File: src/rtl/note_osc.sv
// note_osc: glitch-free square-wave tone oscillator driven by a half-period count.
// Rev 1.0 - initial release.
`default_nettype none

module note_osc #(
  parameter int BW = 16
) (
  input  logic          clk_i,
  input  logic          rst_i,
  input  logic          gate_i,
  input  logic [BW-1:0] halfCntPeriod_i,
  output logic          wave_o,
  output logic          edge_o,
  output logic          busy_o
);

  typedef enum logic [1:0] {
    IDLE  = 2'd0,
    RUN   = 2'd1,
    DRAIN = 2'd2
  } state_t;

  localparam logic [BW-1:0] C_ONE = {{(BW-1){1'b0}}, 1'b1};

  state_t        state_q, state_d;
  logic [BW-1:0] cnt_q, cnt_d;
  logic [BW-1:0] period_q, period_d;
  logic          wave_q, wave_d;
  logic          edge_q, edge_d;
  logic          bnd;
  logic          park;

  always_ff @(posedge clk_i or posedge rst_i) begin
    if (rst_i) begin
      state_q  <= IDLE;
      cnt_q    <= '0;
      period_q <= '0;
      wave_q   <= 1'b0;
      edge_q   <= 1'b0;
    end else begin
      state_q  <= state_d;
      cnt_q    <= cnt_d;
      period_q <= period_d;
      wave_q   <= wave_d;
      edge_q   <= edge_d;
    end
  end

  always_comb begin
    state_d  = state_q;
    cnt_d    = cnt_q;
    period_d = period_q;
    wave_d   = wave_q;
    edge_d   = 1'b0;
    park     = 1'b0;
    // period_q is never zero outside IDLE, so the subtraction cannot wrap there
    bnd      = (state_q != IDLE) && (cnt_q == (period_q - C_ONE));

    case (state_q)
      IDLE: begin
        cnt_d  = '0;
        wave_d = 1'b0;
        if (gate_i && (halfCntPeriod_i != '0)) begin
          period_d = halfCntPeriod_i;
          wave_d   = 1'b1;
          edge_d   = 1'b1;
          state_d  = RUN;
        end
      end
      RUN: begin
        if (!bnd) begin
          cnt_d = cnt_q + C_ONE;
          if (!gate_i) state_d = DRAIN;
        end else begin
          cnt_d = '0;
          if (gate_i && (halfCntPeriod_i != '0)) begin
            period_d = halfCntPeriod_i;
            wave_d   = ~wave_q;
            edge_d   = 1'b1;
          end else begin
            park = 1'b1;
          end
        end
      end
      DRAIN: begin
        if (!bnd) begin
          cnt_d = cnt_q + C_ONE;
          if (gate_i) state_d = RUN;
        end else begin
          cnt_d = '0;
          park  = 1'b1;
        end
      end
      default: state_d = IDLE;
    endcase

    // Finishing a half: a high half falls (one edge), a low half just stops.
    if (park) begin
      state_d = IDLE;
      wave_d  = 1'b0;
      edge_d  = wave_q;
    end
  end

  assign wave_o = wave_q;
  assign edge_o = edge_q;
  assign busy_o = (state_q != IDLE);

endmodule

`default_nettype wire
File: config.mk
export PLATFORM = sky130hd
export DESIGN_NAME = note_osc
export DESIGN_NICKNAME = d
export VERILOG_FILES = /design/src/rtl/note_osc.sv
export SDC_FILE = /design/constraint.sdc
export NUM_CORES = 1
export LEC_CHECK = 0
export BUFFER_PORTS_ARGS = -buffer_cell sky130_fd_sc_hd__buf_4
export CORE_MARGIN = 8
export CORE_UTILIZATION = 60
export DETAILED_ROUTE_END_ITERATION = 6
export GPL_TIMING_DRIVEN = 0
export HOLD_SLACK_MARGIN = 0.12
export PLACE_DENSITY = 0.8
export SLEW_MARGIN = 20
export SYNTH_ARGS = -nofsm -noshare
export SYNTH_HDL_FRONTEND = slang
export SYNTH_SLANG_ARGS = --single-unit
File: constraint.sdc
create_clock -name clk_i -period 4.45 [get_ports clk_i]
set_input_delay 0.445 -clock clk_i [delete_from_list [all_inputs] [get_ports clk_i]]
set_output_delay 0.445 -clock clk_i [all_outputs]
set_load 0.05 [all_outputs]
Word level (Yosys, flattened, before mapping):

Index checks and enable logic that the tools add are counted.

* $add $sub $neg: 2
* $mul: 0
* div/mod/pow operators: 0
* $lt $le $gt $ge: 0
* equal/unequal tests: 11
* shifts and indexed selects: 0
* muxes and demuxes: 24
* bitwise gates (word level): 1
* reduce and logical (&&, ||, !) cells: 12

Operator list (count)
* $pmux W16 S2: 2
* $mux W16: 3
* $ne A3 B3 Y1 const B: 7
* $add A16 B1 Y16 const B: 1
* $eq A16 B16 Y1: 1
* $reduce_bool A16 Y1: 1
* $sub A16 B1 Y16 const B: 1
* $mux W2: 6
* $mux W1: 9
* $pmux W1 S2: 3
* $pmux W2 S3: 1
* $reduce_bool A2 Y1: 3
* $reduce_and A5 Y1: 1
* $reduce_and A3 Y1: 1
* $reduce_bool A3 Y1: 1
* $eq A2 B1 Y1 const B: 1
* $eq A2 B2 Y1 const B: 1
* $logic_and A1 B1 Y1: 2
* $logic_not A2 Y1: 1
* $ne A2 B2 Y1 const B: 1
* $reduce_and A2 Y1: 1
* $reduce_or A2 Y1: 1
* $not A1 Y1: 1

* flip-flop bits (word level): 36
* bits in latches: 0
* memory bits (writable): 0
* memory bits (read-only): 0
* input bits: 19
* word-level logic and storage cells: 55
* memories: 0

Longest topological paths before layout:

* word-level depth: 7
* gate-level depth with buffers: 12
* depth with buffers taken out: 10

Worst setup path after synthesis:

Ideal clock, no wire load.

* path kind: reg-to-reg
* from: register period_q[5]
* to: register period_q[10]
* data arrival time: 2.548 ns
* slack: 1.777 ns
* stages on the path, launching flop included: 10
* clock period less this slack: 2.673 ns
* cell sequence: dfrtp_1 or4_4 nor3_2 a41oi_1 nor4_2 and4_4 a31oi_4 nor2_8 buf_12 mux2_4

* cells in the longest elaborated chain, start to end: 5

RTL lines
* start: declaration: RTL line 27 `logic [BW-1:0] period_q, period_d;`
* start signal: assignment: RTL line 43 `period_q <= period_d;`
* $sub A16 B1 Y16: RTL line 57 `bnd = (state_q != IDLE) && (cnt_q == (period_q - C_ONE));`
* $eq A16 B16 Y1: RTL line 57
* $logic_and A1 B1 Y1: RTL line 57
* $ne A2 B2 Y1 (no source line)
* $reduce_and A2 Y1 (no source line)

Every way passes these cells.
A chain may end at the register's enable or synchronous reset.

Worst setup path after layout:

* from: register period_q[2]
* to: register period_q[6]

Same word-level chain as after synthesis.

==> results summary <==
The overall die width came out at 82.7 um. The warning count from the yosys run came out at 0. By area, the combinational part of the netlist is dominated by simple AND/OR/NAND/NOR gates. The number of iterations in the first detailed-routing pass came out at 4. The maximum single-stage delay on the critical path came out at 0.45 ns. For this run, the leading register cell type out of synthesis is dfrtp_1. The relative area change from synthesis to final layout is 11.7%. Traced cell by cell, the critical path runs through buf_4, or3_1, nor3_2, a41oi_1, nor4_2, and4_4, a31oi_4, nor2_8, buf_12, mux2_4.

Max-cap violations in this run came to 0. The count of routing violations after the opening detailed-route iteration came out at 183. The clock skew after layout is 0.00446 ns.

Clock latency on the worst-skew pair, taken at its later pin, is 0.29 ns. The number of standard cells in the final layout excluding fillers came out at 358. The first global-routing pass estimated 10,100 um of wire. The number of nets handed over by synthesis was 303.

The post-synthesis cell type count is 60. The clock tree synthesis step divided the H-tree into 2 levels. The flow ran to the end, and the final reports show no timing, DRC or antenna violations. Once detail routing completed, the nets flagged for antenna violations numbered 0. The residual DRC count came out at 0. The slew at the pin closest to its max-slew limit came out at 0.743 ns.

The number of cells on the worst reg-to-reg path is 10. The top cell types in the final layout, fill and taps aside, are dfrtp_1 (36), buf_4 (25), nand2_1 (23). The final period utilization came out at 0.685. The reg-to-reg startpoint is period_q[2]$_DFFE_PP0P_.

The fraction of the mapped netlist area in simple logic gates came out at 0.259. The number of max-slew violations in the final report is 0. The fraction of registers with async set/reset came out at 1.00. The setup check on the worst reg-to-reg path leaves a slack of 1.40 ns. The boundary pin count is 22. The cell at the root of the clock tree is clkbuf_8. Summing every instance area after synthesis gives 2670 um^2.

The buffer and inverter count on the worst path came out at 2. The fmax came out at 328 MHz. Setup repair after global routing left no endpoint under its margin. Gates resized during post-CTS repair numbered 0. The core region area came out at 4320 um^2.

The worst register-to-register path ends at period_q[6]$_DFFE_PP0P_. The die height came out at 82.7 um. The pin count of the biggest net entering global routing came out at 37. The maximum vdd drop is 0.323 mV. Summed over all layers, the routed wires come to 5980 um.

The sum of net half-perimeters after detailed placement is 4450 um. The sequential cells in the finished layout cover a total of 901 um^2. Across every metal layer, demand over resource in global routing totals 0.190.

Synthesis handed over a netlist of 277 instances. For this design, the CTS-stage hold fixing added 0 buffers. The portion of synthesized area spent on multiplexers is 0.116.

The count of filler cells inserted in the layout came out at 348. The cell type of the slowest stage on the worst timing path is or3_1. The worst setup path is captured at a flop. After detailed routing, the average wire length per cell comes to 16.7 um.

The clock-pin slew on the worst setup and hold paths came out at 0.07 ns. The clock period could shrink to 3.05 ns. Counting tap cells, the placed design contains a total of 350 instances. The number of nets in the finished design came out at 331. The total number of placement rows came out at 24. The post-synthesis area per instance came out at 9.63 um^2. Leaving out fill and tap cells, the most frequent cell in the layout is dfrtp_1. STA classifies the critical path startpoint as a flop.

The setup total negative slack came out at 0 ns. Dividing the detail-routed via count by the number of cells gives 6.25. Setup violations remaining at the end of the flow were counted as 0.

The portion of the post-synthesis area used by sequential elements is 0.338. The category of the critical setup timing path is reg2reg. The number of global-route vias before repair came out at 2,170. For this run the aggregate overflow at the end of global routing stands at 0.

The die covers 6840 um^2. The clock tree from TritonCTS is yes. The worst-case headroom to the max-slew limit came out at 0.504.

The initial standard-cell utilization of the core came out at 0.617. The post-synthesis share of cell area spent on full adders, half adders and majority gates is 0.0328. The number of buffers on the longest clock path came out at 2. Ranked by total cell area, the synthesized netlist is headed by dfrtp_1 (34%), mux2_4 (5.6%), xnor2_1 (3.9%). The total area of multi-input combinational cells is 1660 um^2. The top-area cell type share of the netlist area came out at 0.338. The xor and xnor fraction of the mapped netlist area came out at 0.0591. The number of enable flip-flop cells after synthesis came out at 0. The number of antenna violations at the first check in global routing is 0.

For the worst setup path, the data arrival time is 3.22 ns. The placer congestion estimate is 0.894. The number of hold-slack violations in the final timing report came out at 0. CTS saw 36 sinks. Clock tree synthesis inserted a total of 5 buffers. The fraction of layout cells with a size suffix above 1 came out at 0.225. The synthesized design spends more area on one cell type than any other, namely dfrtp_1.

The required time reported for the critical path endpoint is 4.62 ns. The count of antenna diodes in the layout came out at 0. Power spread over the standard cell area amounts to 626 nW/um^2.

The post-synthesis register bit count is 36. During placement, the flow inserted port buffers numbering 21. The via total after detailed routing is 2,236. The min-delay analysis places its worst path in the category in2async. On the critical path the largest part of the delay comes from simple AND/OR/NAND/NOR gates. Of all nets on the critical path, the largest fanout is 10. The compound-gate portion of the synthesized area is 0.155. The buffers inserted during post-CTS setup optimization is 0. Summed over all cells, the static leakage comes to 1.36 nW.
Yosys cell counts (all sizes together) (6+ instances only):
| cell | number |
|---|---|
| or3 | 6 |
| xnor2 | 12 |
| nor3 | 10 |
| a21o | 7 |
| ha | 7 |
| nor4 | 8 |
| nor2 | 17 |
| nand3 | 8 |
| nor2b | 8 |
| mux2i | 7 |
| o21ai | 7 |
| nand2 | 23 |
| and3 | 11 |
| a21oi | 13 |
| buf | 7 |
| inv | 8 |
| xor2 | 6 |
| mux2 | 18 |
| dfrtp | 36 |
per-layer routing:
| metal | wire length [um] | track usage |
|---|---|---|
| met2 | 2940 | 0.317 |
| met5 | 0 | 0 |
| met1 | 2550 | 0.226 |
| met3 | 361 | 0.0530 |
| met4 | 124 | 0.0707 |
layout make-up:
class                   count  area share
multi-input cells         221       0.556
flip-flops and latches     36       0.302
repair buffers             21      0.0529
clock buffers               8      0.0302
plain buffers              12      0.0264
well taps                  52      0.0218
inverters                   8      0.0101
state kept, by name, summed over array words and instances (netlist names):
signal    count
wave_o        1
state_q       2
period_q     16
edge_o        1
cnt_q        16
worst max-delay path by stage:
stage	depth (start not counted)	from	slack, ns	to
after floorplan	9	period_q[5]$_DFFE_PP0P_	1.78	period_q[10]$_DFFE_PP0P_
after global placement	11	period_q[0]$_DFFE_PP0P_	1.54	period_q[12]$_DFFE_PP0P_
after detailed placement	9	period_q[5]$_DFFE_PP0P_	1.47	period_q[6]$_DFFE_PP0P_
after CTS	9	period_q[5]$_DFFE_PP0P_	1.42	period_q[6]$_DFFE_PP0P_
after global routing	11	period_q[0]$_DFFE_PP0P_	1.22	period_q[11]$_DFFE_PP0P_
final	10	period_q[2]$_DFFE_PP0P_	1.40	period_q[6]$_DFFE_PP0P_
through the flow:
step | setup slack [ns] | hold WS, ns | cell area (um^2) | power, mW | utilization
2_1_floorplan | 1.78 | 0.501 | 2670 | 1.38 | -
3_3_place_gp | 1.54 | 0.517 | 2890 | 1.58 | 0.669
3_5_place_dp | 1.47 | 0.530 | 2890 | 1.61 | 0.669
4_1_cts | 1.42 | 0.328 | 2980 | 1.86 | 0.690
5_1_grt | 1.22 | 0.354 | 2980 | 2.00 | 0.690
6_report | 1.40 | 0.290 | 2980 | 1.87 | 0.690
logic make-up after synthesis:
family / count (synthesis)
AOI/OAI and AO/OA: 57
buffers and inverters: 20
DFF: 36
muxes: 25
and+or+nand+nor: 114
xor gates and xnor gates: 18
adders and majority gates: 7
power by group:
part | internal [mW] | switching, mW
clock | 0.126 | 0.115
combinational | 0.485 | 0.568
sequential | 0.431 | 0.142
Note: power is estimated with default switching activity, not from simulation.
